--- src/rtl/nc_pair_buffer.sv ---
// Per-port staging buffer for the XOR network-coding router: queues packets with their
// address-compare vectors and presents coded pairs, or lone packets after a timeout.
module nc_pair_buffer #(
   parameter int DATA_W       = 32,
   parameter int X_W          = 2,
   parameter int Y_W          = 2,
   parameter int Z_W          = 2,
   parameter int DEPTH        = 4,
   parameter int PAIR_TIMEOUT = 8
) (
   input  logic              clk,
   input  logic              rst,
   input  logic [X_W-1:0]    cur_x,
   input  logic [Y_W-1:0]    cur_y,
   input  logic [Z_W-1:0]    cur_z,
   input  logic              in_valid,
   output logic              in_ready,
   input  logic [DATA_W-1:0] in_data,
   input  logic [X_W-1:0]    in_dst_x,
   input  logic [Y_W-1:0]    in_dst_y,
   input  logic [Z_W-1:0]    in_dst_z,
   output logic              out_valid,
   input  logic              out_ready,
   output logic              out_coded,
   output logic [6:0]        AddrCompare_P1,
   output logic [6:0]        AddrCompare_P2,
   output logic [DATA_W-1:0] out_data_p1,
   output logic [DATA_W-1:0] out_data_p2,
   output logic [DATA_W-1:0] out_nc_data
);

   localparam int IDX_IP = 0;
   localparam int IDX_W  = 1;
   localparam int IDX_E  = 2;
   localparam int IDX_S  = 3;
   localparam int IDX_N  = 4;
   localparam int IDX_D  = 5;
   localparam int IDX_U  = 6;

   localparam int PTR_W  = $clog2(DEPTH);
   localparam int CNT_W  = PTR_W + 1;
   localparam int WCNT_W = $clog2(PAIR_TIMEOUT) + 1;

   typedef enum logic [1:0] {EMPTY, WAIT, OUT_PAIR, OUT_SINGLE} state_t;

   function automatic logic [6:0] addr_compare(
      input logic [X_W-1:0] dx, input logic [Y_W-1:0] dy, input logic [Z_W-1:0] dz,
      input logic [X_W-1:0] cx, input logic [Y_W-1:0] cy, input logic [Z_W-1:0] cz
   );
      logic [6:0] v;
      v         = '0;
      v[IDX_W]  = dx < cx;
      v[IDX_E]  = dx > cx;
      v[IDX_S]  = dy < cy;
      v[IDX_N]  = dy > cy;
      v[IDX_D]  = dz < cz;
      v[IDX_U]  = dz > cz;
      v[IDX_IP] = (dx == cx) && (dy == cy) && (dz == cz);
      return v;
   endfunction

   logic [DATA_W-1:0] mem_data [DEPTH];
   logic [6:0]        mem_ac   [DEPTH];
   logic [PTR_W-1:0]  wr_ptr, rd_ptr, rd_ptr_nx;
   logic [CNT_W-1:0]  count, pop_cnt;
   logic [WCNT_W-1:0] wait_cnt, wait_cnt_nxt;
   state_t            state, state_nxt;
   logic              push, load_pair, load_single;

   assign push      = in_valid & in_ready;
   assign in_ready  = (count < CNT_W'(DEPTH));
   assign out_valid = (state == OUT_PAIR) || (state == OUT_SINGLE);
   assign rd_ptr_nx = rd_ptr + PTR_W'(1);

   // Payload storage carries no reset; only pointers and count define occupancy.
   always_ff @(posedge clk) begin
      if (push) begin
         mem_data[wr_ptr] <= in_data;
         mem_ac[wr_ptr]   <= addr_compare(in_dst_x, in_dst_y, in_dst_z, cur_x, cur_y, cur_z);
      end
   end

   always_ff @(posedge clk) begin
      if (rst) begin
         wr_ptr <= '0;
         rd_ptr <= '0;
         count  <= '0;
      end else begin
         if (push)
            wr_ptr <= wr_ptr + PTR_W'(1);
         rd_ptr <= rd_ptr + pop_cnt[PTR_W-1:0];
         count  <= count + CNT_W'(push) - pop_cnt;
      end
   end

   always_ff @(posedge clk) begin
      if (rst) begin
         state    <= EMPTY;
         wait_cnt <= '0;
      end else begin
         state    <= state_nxt;
         wait_cnt <= wait_cnt_nxt;
      end
   end

   // Pairing is checked before the timeout so a late partner still yields a coded pair.
   always_comb begin
      state_nxt    = state;
      wait_cnt_nxt = wait_cnt;
      load_pair    = 1'b0;
      load_single  = 1'b0;
      pop_cnt      = '0;
      case (state)
         EMPTY: begin
            if (count >= CNT_W'(2)) begin
               state_nxt = OUT_PAIR;
               load_pair = 1'b1;
            end else if (count == CNT_W'(1)) begin
               state_nxt    = WAIT;
               wait_cnt_nxt = '0;
            end
         end
         WAIT: begin
            if (count >= CNT_W'(2)) begin
               state_nxt = OUT_PAIR;
               load_pair = 1'b1;
            end else if (wait_cnt == WCNT_W'(PAIR_TIMEOUT - 1)) begin
               state_nxt   = OUT_SINGLE;
               load_single = 1'b1;
            end else begin
               wait_cnt_nxt = wait_cnt + WCNT_W'(1);
            end
         end
         OUT_PAIR: begin
            if (out_ready) begin
               state_nxt = EMPTY;
               pop_cnt   = CNT_W'(2);
            end
         end
         OUT_SINGLE: begin
            if (out_ready) begin
               state_nxt = EMPTY;
               pop_cnt   = CNT_W'(1);
            end
         end
         default: state_nxt = EMPTY;
      endcase
   end

   always_ff @(posedge clk) begin
      if (rst) begin
         out_coded      <= 1'b0;
         AddrCompare_P1 <= '0;
         AddrCompare_P2 <= '0;
         out_data_p1    <= '0;
         out_data_p2    <= '0;
         out_nc_data    <= '0;
      end else if (load_pair) begin
         out_coded      <= 1'b1;
         AddrCompare_P1 <= mem_ac[rd_ptr];
         AddrCompare_P2 <= mem_ac[rd_ptr_nx];
         out_data_p1    <= mem_data[rd_ptr];
         out_data_p2    <= mem_data[rd_ptr_nx];
         out_nc_data    <= mem_data[rd_ptr] ^ mem_data[rd_ptr_nx];
      end else if (load_single) begin
         out_coded      <= 1'b0;
         AddrCompare_P1 <= mem_ac[rd_ptr];
         AddrCompare_P2 <= '0;
         out_data_p1    <= mem_data[rd_ptr];
         out_data_p2    <= '0;
         out_nc_data    <= mem_data[rd_ptr];
      end
   end

endmodule
--- config.mk ---
export PLATFORM = sky130hd
export DESIGN_NAME = nc_pair_buffer
export DESIGN_NICKNAME = d
export VERILOG_FILES = /design/src/rtl/nc_pair_buffer.sv
export SDC_FILE = /design/constraint.sdc
export NUM_CORES = 1
export LEC_CHECK = 0
export CORE_MARGIN = 4
export CORE_UTILIZATION = 30
export DETAILED_ROUTE_END_ITERATION = 10
export PLACE_DENSITY = 0.53
export SETUP_SLACK_MARGIN = 0.05
export SYNTH_ARGS = -nofsm -noshare
export SYNTH_HDL_FRONTEND = slang
export SYNTH_SLANG_ARGS = --single-unit
--- constraint.sdc ---
create_clock -name clk -period 3.3 [get_ports clk]
set_input_delay 0.66 -clock clk [delete_from_list [all_inputs] [get_ports clk]]
set_output_delay 0.66 -clock clk [all_outputs]
set_load 0.1 [all_outputs]
==> results.md <==
| Step | Result | This run |
|---|---|---|
| logic synthesis | Share of async-settable or async-resettable flops after synthesis | 0% |
| routing | Vias per std cell | 4.89 |
| routing | Number of remaining DRC errors | 0 |
| cts | Clock-pin slew on the worst setup and hold paths | 0.06 ns |
| cts | Cts bufs inserted | 34 |
| logic synthesis | Primary flip-flop cell chosen by synthesis mapping | sky130_fd_sc_hd__edfxtp_1 |
| routing | Final Routed Wirelength | 31000 um |
| critical path | Critical path peak fanout | 21 |
| logic synthesis | Sequential element share of the synthesized area | 59.9% |
| logic synthesis | Cell count after synthesis | 902 |
| critical path | Startpoint Class | register |
| placed design | Count of buffers from port buffering | 160 |
| global routing | Overall fraction of global-route tracks in use | 14.0% |
| cts | Clk_lat worst skew | 0.50 ns |
| critical path | Endpoint class of the critical path | register |
| placed design | Area post-placement | 0.0138 mm^2 |
| sta | RSZ-0062 raised after global routing | false |
| status | Status | completed |
| final layout | Fill count | 3717 |
| sta | Slew at the pin with the worst max-slew slack | 0.921 ns |
| final layout | Post-layout utilization of the core | 38.2% |
| routing | Average wire per cell in the routed design | 19.4 um |
| critical path | Arr. time, crit path | 2.62 ns |
| cts | Hold buffer count at CTS | 0 |
| global routing | GRT Residual Overflow | 0 |
| pwr | Clk pwr share | 23.7% |
| final layout | Cell Count, Final, Fillers Out | 1597 |
| logic synthesis | Cell area after synthesis | 0.0120 mm^2 |
| final layout | Fin area | 0.0149 mm^2 |
| pwr | Sequential power share | 32.1% |
| logic synthesis | Synth Net Count | 964 |
| pwr | Worst ir drop on vdd | 500 uV |
| cts | Post-CTS Setup Inserts | 0 |
| final layout | Fraction of layout instances using a drive strength above 1 | 26.3% |
| pwr | Comb power frac | 44.2% |
| global routing | Initial antenna violation count | 3 |
| logic synthesis | Warnings from Yosys | 0 |
| final layout | Net total in the final layout | 1115 |
| floorplan | Chip Height | 208 um |
| placed design | DP HPWL | 20200 um |
| cts | H-tree Lvls | 2 |
| global routing | Largest net degree at the start of global routing | 71 |
| floorplan | Core Region | 0.0390 mm^2 |
| pwr | Total design power | 14.9 mW |
| critical path | Critical path, cell by cell | nand4bb_4, o21ai_4, buf_4, nand2_1, a21oi_1 |
| critical path | Slowest CP cell | sky130_fd_sc_hd__o21ai_4 |
| sta | Max Fclk | 457 MHz |
| placed design | Final RePlAce weighted congestion | 0.730 |
| cts | Buffer type at the clock tree root | sky130_fd_sc_hd__clkbuf_16 |
| floorplan | Starting utilization of the core area | 30.7% |
| sta | Final Max Slew Viols | 0 |
| routing | Count of vias placed by the detailed router | 7804 |
| placed design | Placed Cells | 1535 |
| sta | Final Critical Period | 2.19 ns |
| sta | Clk_skew | 0.00908 ns |
| pwr | NetSw | 6.83 mW |
| sta | Setup total negative slack | 0 ns |
| global routing | Global-route wire length before repair | 48100 um |
| sta | Setup violation total in the final timing report | 0 |
| logic synthesis | Number of enable-type register cells in the synthesized netlist | 156 |
| routing | Detailed-routing iteration count for the pre-antenna-repair pass | 4 |
| logic synthesis | Syn avg cell area | 13.3 um^2 |
| floorplan | Overall die area | 0.0431 mm^2 |
| floorplan | Floorplan row count | 72 |
| pwr | Proportion of total power due to net switching | 45.9% |
| floorplan | Count of boundary I/O pins | 161 |
| logic synthesis | FF+latch count, synth | 280 |
| pwr | Power per cell area | 997 mW/mm^2 |
| final layout | Area overhead of the layout relative to synthesis | 24.6% |
| cts | Clock net sink count | 280 |
| cts | Resize count post-CTS | 0 |
| critical path | Data required time of the worst path | 3.73 ns |
| run | Count of maximum capacitance violations | 0 |
| sta | Fin. Hold Viols | 0 |
| critical path | Worst Path Class, Setup | register to register |
| cts | Max clock buf depth | 3 |
| logic synthesis | Count of distinct cell types in the synthesized netlist | 43 |
| sta | Rel. slew slack | 38.5% |
| worst hold path | Classification of the worst-slack hold path | register to register |
| pwr | Pint | 8.04 mW |
| sta | Final period utilization | 66.3% |
| global routing | Number of global-route vias before repair | 8169 |
| routing | Antenna viol nets, final | 0 |
| critical path | Worst-case register-to-register setup slack | 1.11 ns |
| routing | First-iteration detailed-routing DRC count | 337 |
| floorplan | Die Width | 208 um |
| cts | TritonCTS clock tree | built |
| pwr | Leakage Power | 5.13 nW |
| critical path | Slowest stage delay, CP | 0.71 ns |
## cell usage in the layout (no fill, tap or decap), types with 33 or more instances in the layout
cell | netlist | layout
sky130_fd_sc_hd__nor2_1 | 65 | 64
sky130_fd_sc_hd__edfxtp_1 | 156 | 156
sky130_fd_sc_hd__buf_4 | 4 | 133
sky130_fd_sc_hd__clkbuf_16 | 0 | 36
sky130_fd_sc_hd__nand3_1 | 56 | 56
sky130_fd_sc_hd__nand2_1 | 104 | 104
sky130_fd_sc_hd__a21oi_1 | 86 | 86
sky130_fd_sc_hd__clkdlybuf4s50_1 | 0 | 46
sky130_fd_sc_hd__dfxtp_1 | 124 | 122
sky130_fd_sc_hd__mux4_2 | 78 | 78
sky130_fd_sc_hd__inv_1 | 33 | 33
## worst max-delay path, delay by kind of cell, from the launching register on
family                 cells  cell delay, ns
and+or+nand+nor            2            0.41
DFF                        1            0.41
buffers and inverters      1            0.42
AOI/OAI and AO/OA          2            0.86
## metal layers
metal	GRT usage (%)	part of all wire, %	up-vias
met3	3.20	5.1	41
met5	0	0.039	-
met2	24.1	49	175
li1	-	-	3673
met4	3.31	1.5	2
met1	18.0	44	3913
## sequential cells by signal, indices dropped and copies added (netlist names), 3 cells and up
| name | cells |
|---|---|
| out_data_p2 | 32 |
| out_data_p1 | 32 |
| wait_cnt | 4 |
| count | 3 |
| AddrCompare_P1 | 7 |
| out_nc_data | 32 |
| mem_ac | 28 |
| mem_data | 128 |
| AddrCompare_P2 | 7 |
## final cells by class
class | instances | area, um^2 | share of cell area, %
flip-flops and latches | 280 | 7170 | 48.1
multi-input cells | 520 | 4340 | 29.1
repair buffers | 184 | 1560 | 10.5
clock buffers | 51 | 977 | 6.56
well taps | 518 | 648 | 4.35
inverters | 33 | 124 | 0.831
clock inverters | 10 | 76.3 | 0.512
diodes | 1 | 2.50 | 0.0168
## metrics by stage
step	setup slack [ns]	hold slack [ns]
after floorplan	0.869	0.449
after global placement	0.616	0.444
after detailed placement	0.646	0.445
after CTS	1.08	0.455
after global routing	0.952	0.469
final	1.11	0.450
## worst paths after layout
check	to	startpoint	cells after the start
min reg2reg	out_data_p1[31]$_SDFFE_PP0P_	out_data_p1[31]$_SDFFE_PP0P_	2
min	out_data_p1[31]$_SDFFE_PP0P_	out_data_p1[31]$_SDFFE_PP0P_	2
max	out_data_p1[12]$_SDFFE_PP0P_	state[1]$_SDFFE_PP0P_	5
max reg2reg	out_data_p1[12]$_SDFFE_PP0P_	state[1]$_SDFFE_PP0P_	5
## cell families (layout without fill, tap and decap cells)
| group | after synthesis | count (layout) | share of synthesized area (%) |
|---|---|---|---|
| simple gates | 260 | 260 | 10.0 |
| xor+xnor | 22 | 22 | 1.61 |
| other cells | 0 | 1 | 0 |
| fa+ha+maj | 14 | 14 | 1.53 |
| buf+inv | 102 | 278 | 4.15 |
| flops | 280 | 280 | 59.9 |
| compound gates | 146 | 146 | 8.10 |
| mux | 78 | 78 | 14.7 |
## power by group through the flow
| stage | combinational, mW | clock, mW | sequential, mW |
|---|---|---|---|
| 3_3_place_gp | 6.60 | 0 | 4.84 |
| 2_1_floorplan | 2.00 | 0 | 7.88 |
| 5_1_grt | 6.93 | 3.78 | 4.85 |
| 6_report | 6.56 | 3.53 | 4.77 |
| 4_1_cts | 6.65 | 3.65 | 4.78 |
| 3_5_place_dp | 6.63 | 0 | 4.85 |
## synthesized netlist by cell type (2+ instances only)
master                     number  area, um^2
sky130_fd_sc_hd__o21ai_0        3        15.0
sky130_fd_sc_hd__clkbuf_1      24        90.1
sky130_fd_sc_hd__a21oi_1       86         430
sky130_fd_sc_hd__inv_1         33         124
sky130_fd_sc_hd__nand2_1      104         390
sky130_fd_sc_hd__nand3_1       56         280
sky130_fd_sc_hd__nor2b_1        3        18.8
sky130_fd_sc_hd__mux4_2        78        1760
sky130_fd_sc_hd__o311ai_1      10        87.6
sky130_fd_sc_hd__edfxtp_1     156        4680
sky130_fd_sc_hd__nand3b_1      17         128
sky130_fd_sc_hd__ha_1          13         163
sky130_fd_sc_hd__buf_2         31         155
sky130_fd_sc_hd__a221oi_1      14         123
sky130_fd_sc_hd__a22oi_1       17         128
sky130_fd_sc_hd__dfxtp_1      124        2480
sky130_fd_sc_hd__xnor2_1       18         158
sky130_fd_sc_hd__buf_6          8        90.1
sky130_fd_sc_hd__nand4_1        2        12.5
sky130_fd_sc_hd__buf_1          2        7.51
sky130_fd_sc_hd__o311ai_2       7         114
sky130_fd_sc_hd__nor2_1        65         244
sky130_fd_sc_hd__buf_4          4        30.0
sky130_fd_sc_hd__o211ai_1       2        15.0
sky130_fd_sc_hd__and2_1         4        25.0
sky130_fd_sc_hd__xor2_1         4        35.0
No activity file was read; power rests on OpenSTA's default activity.
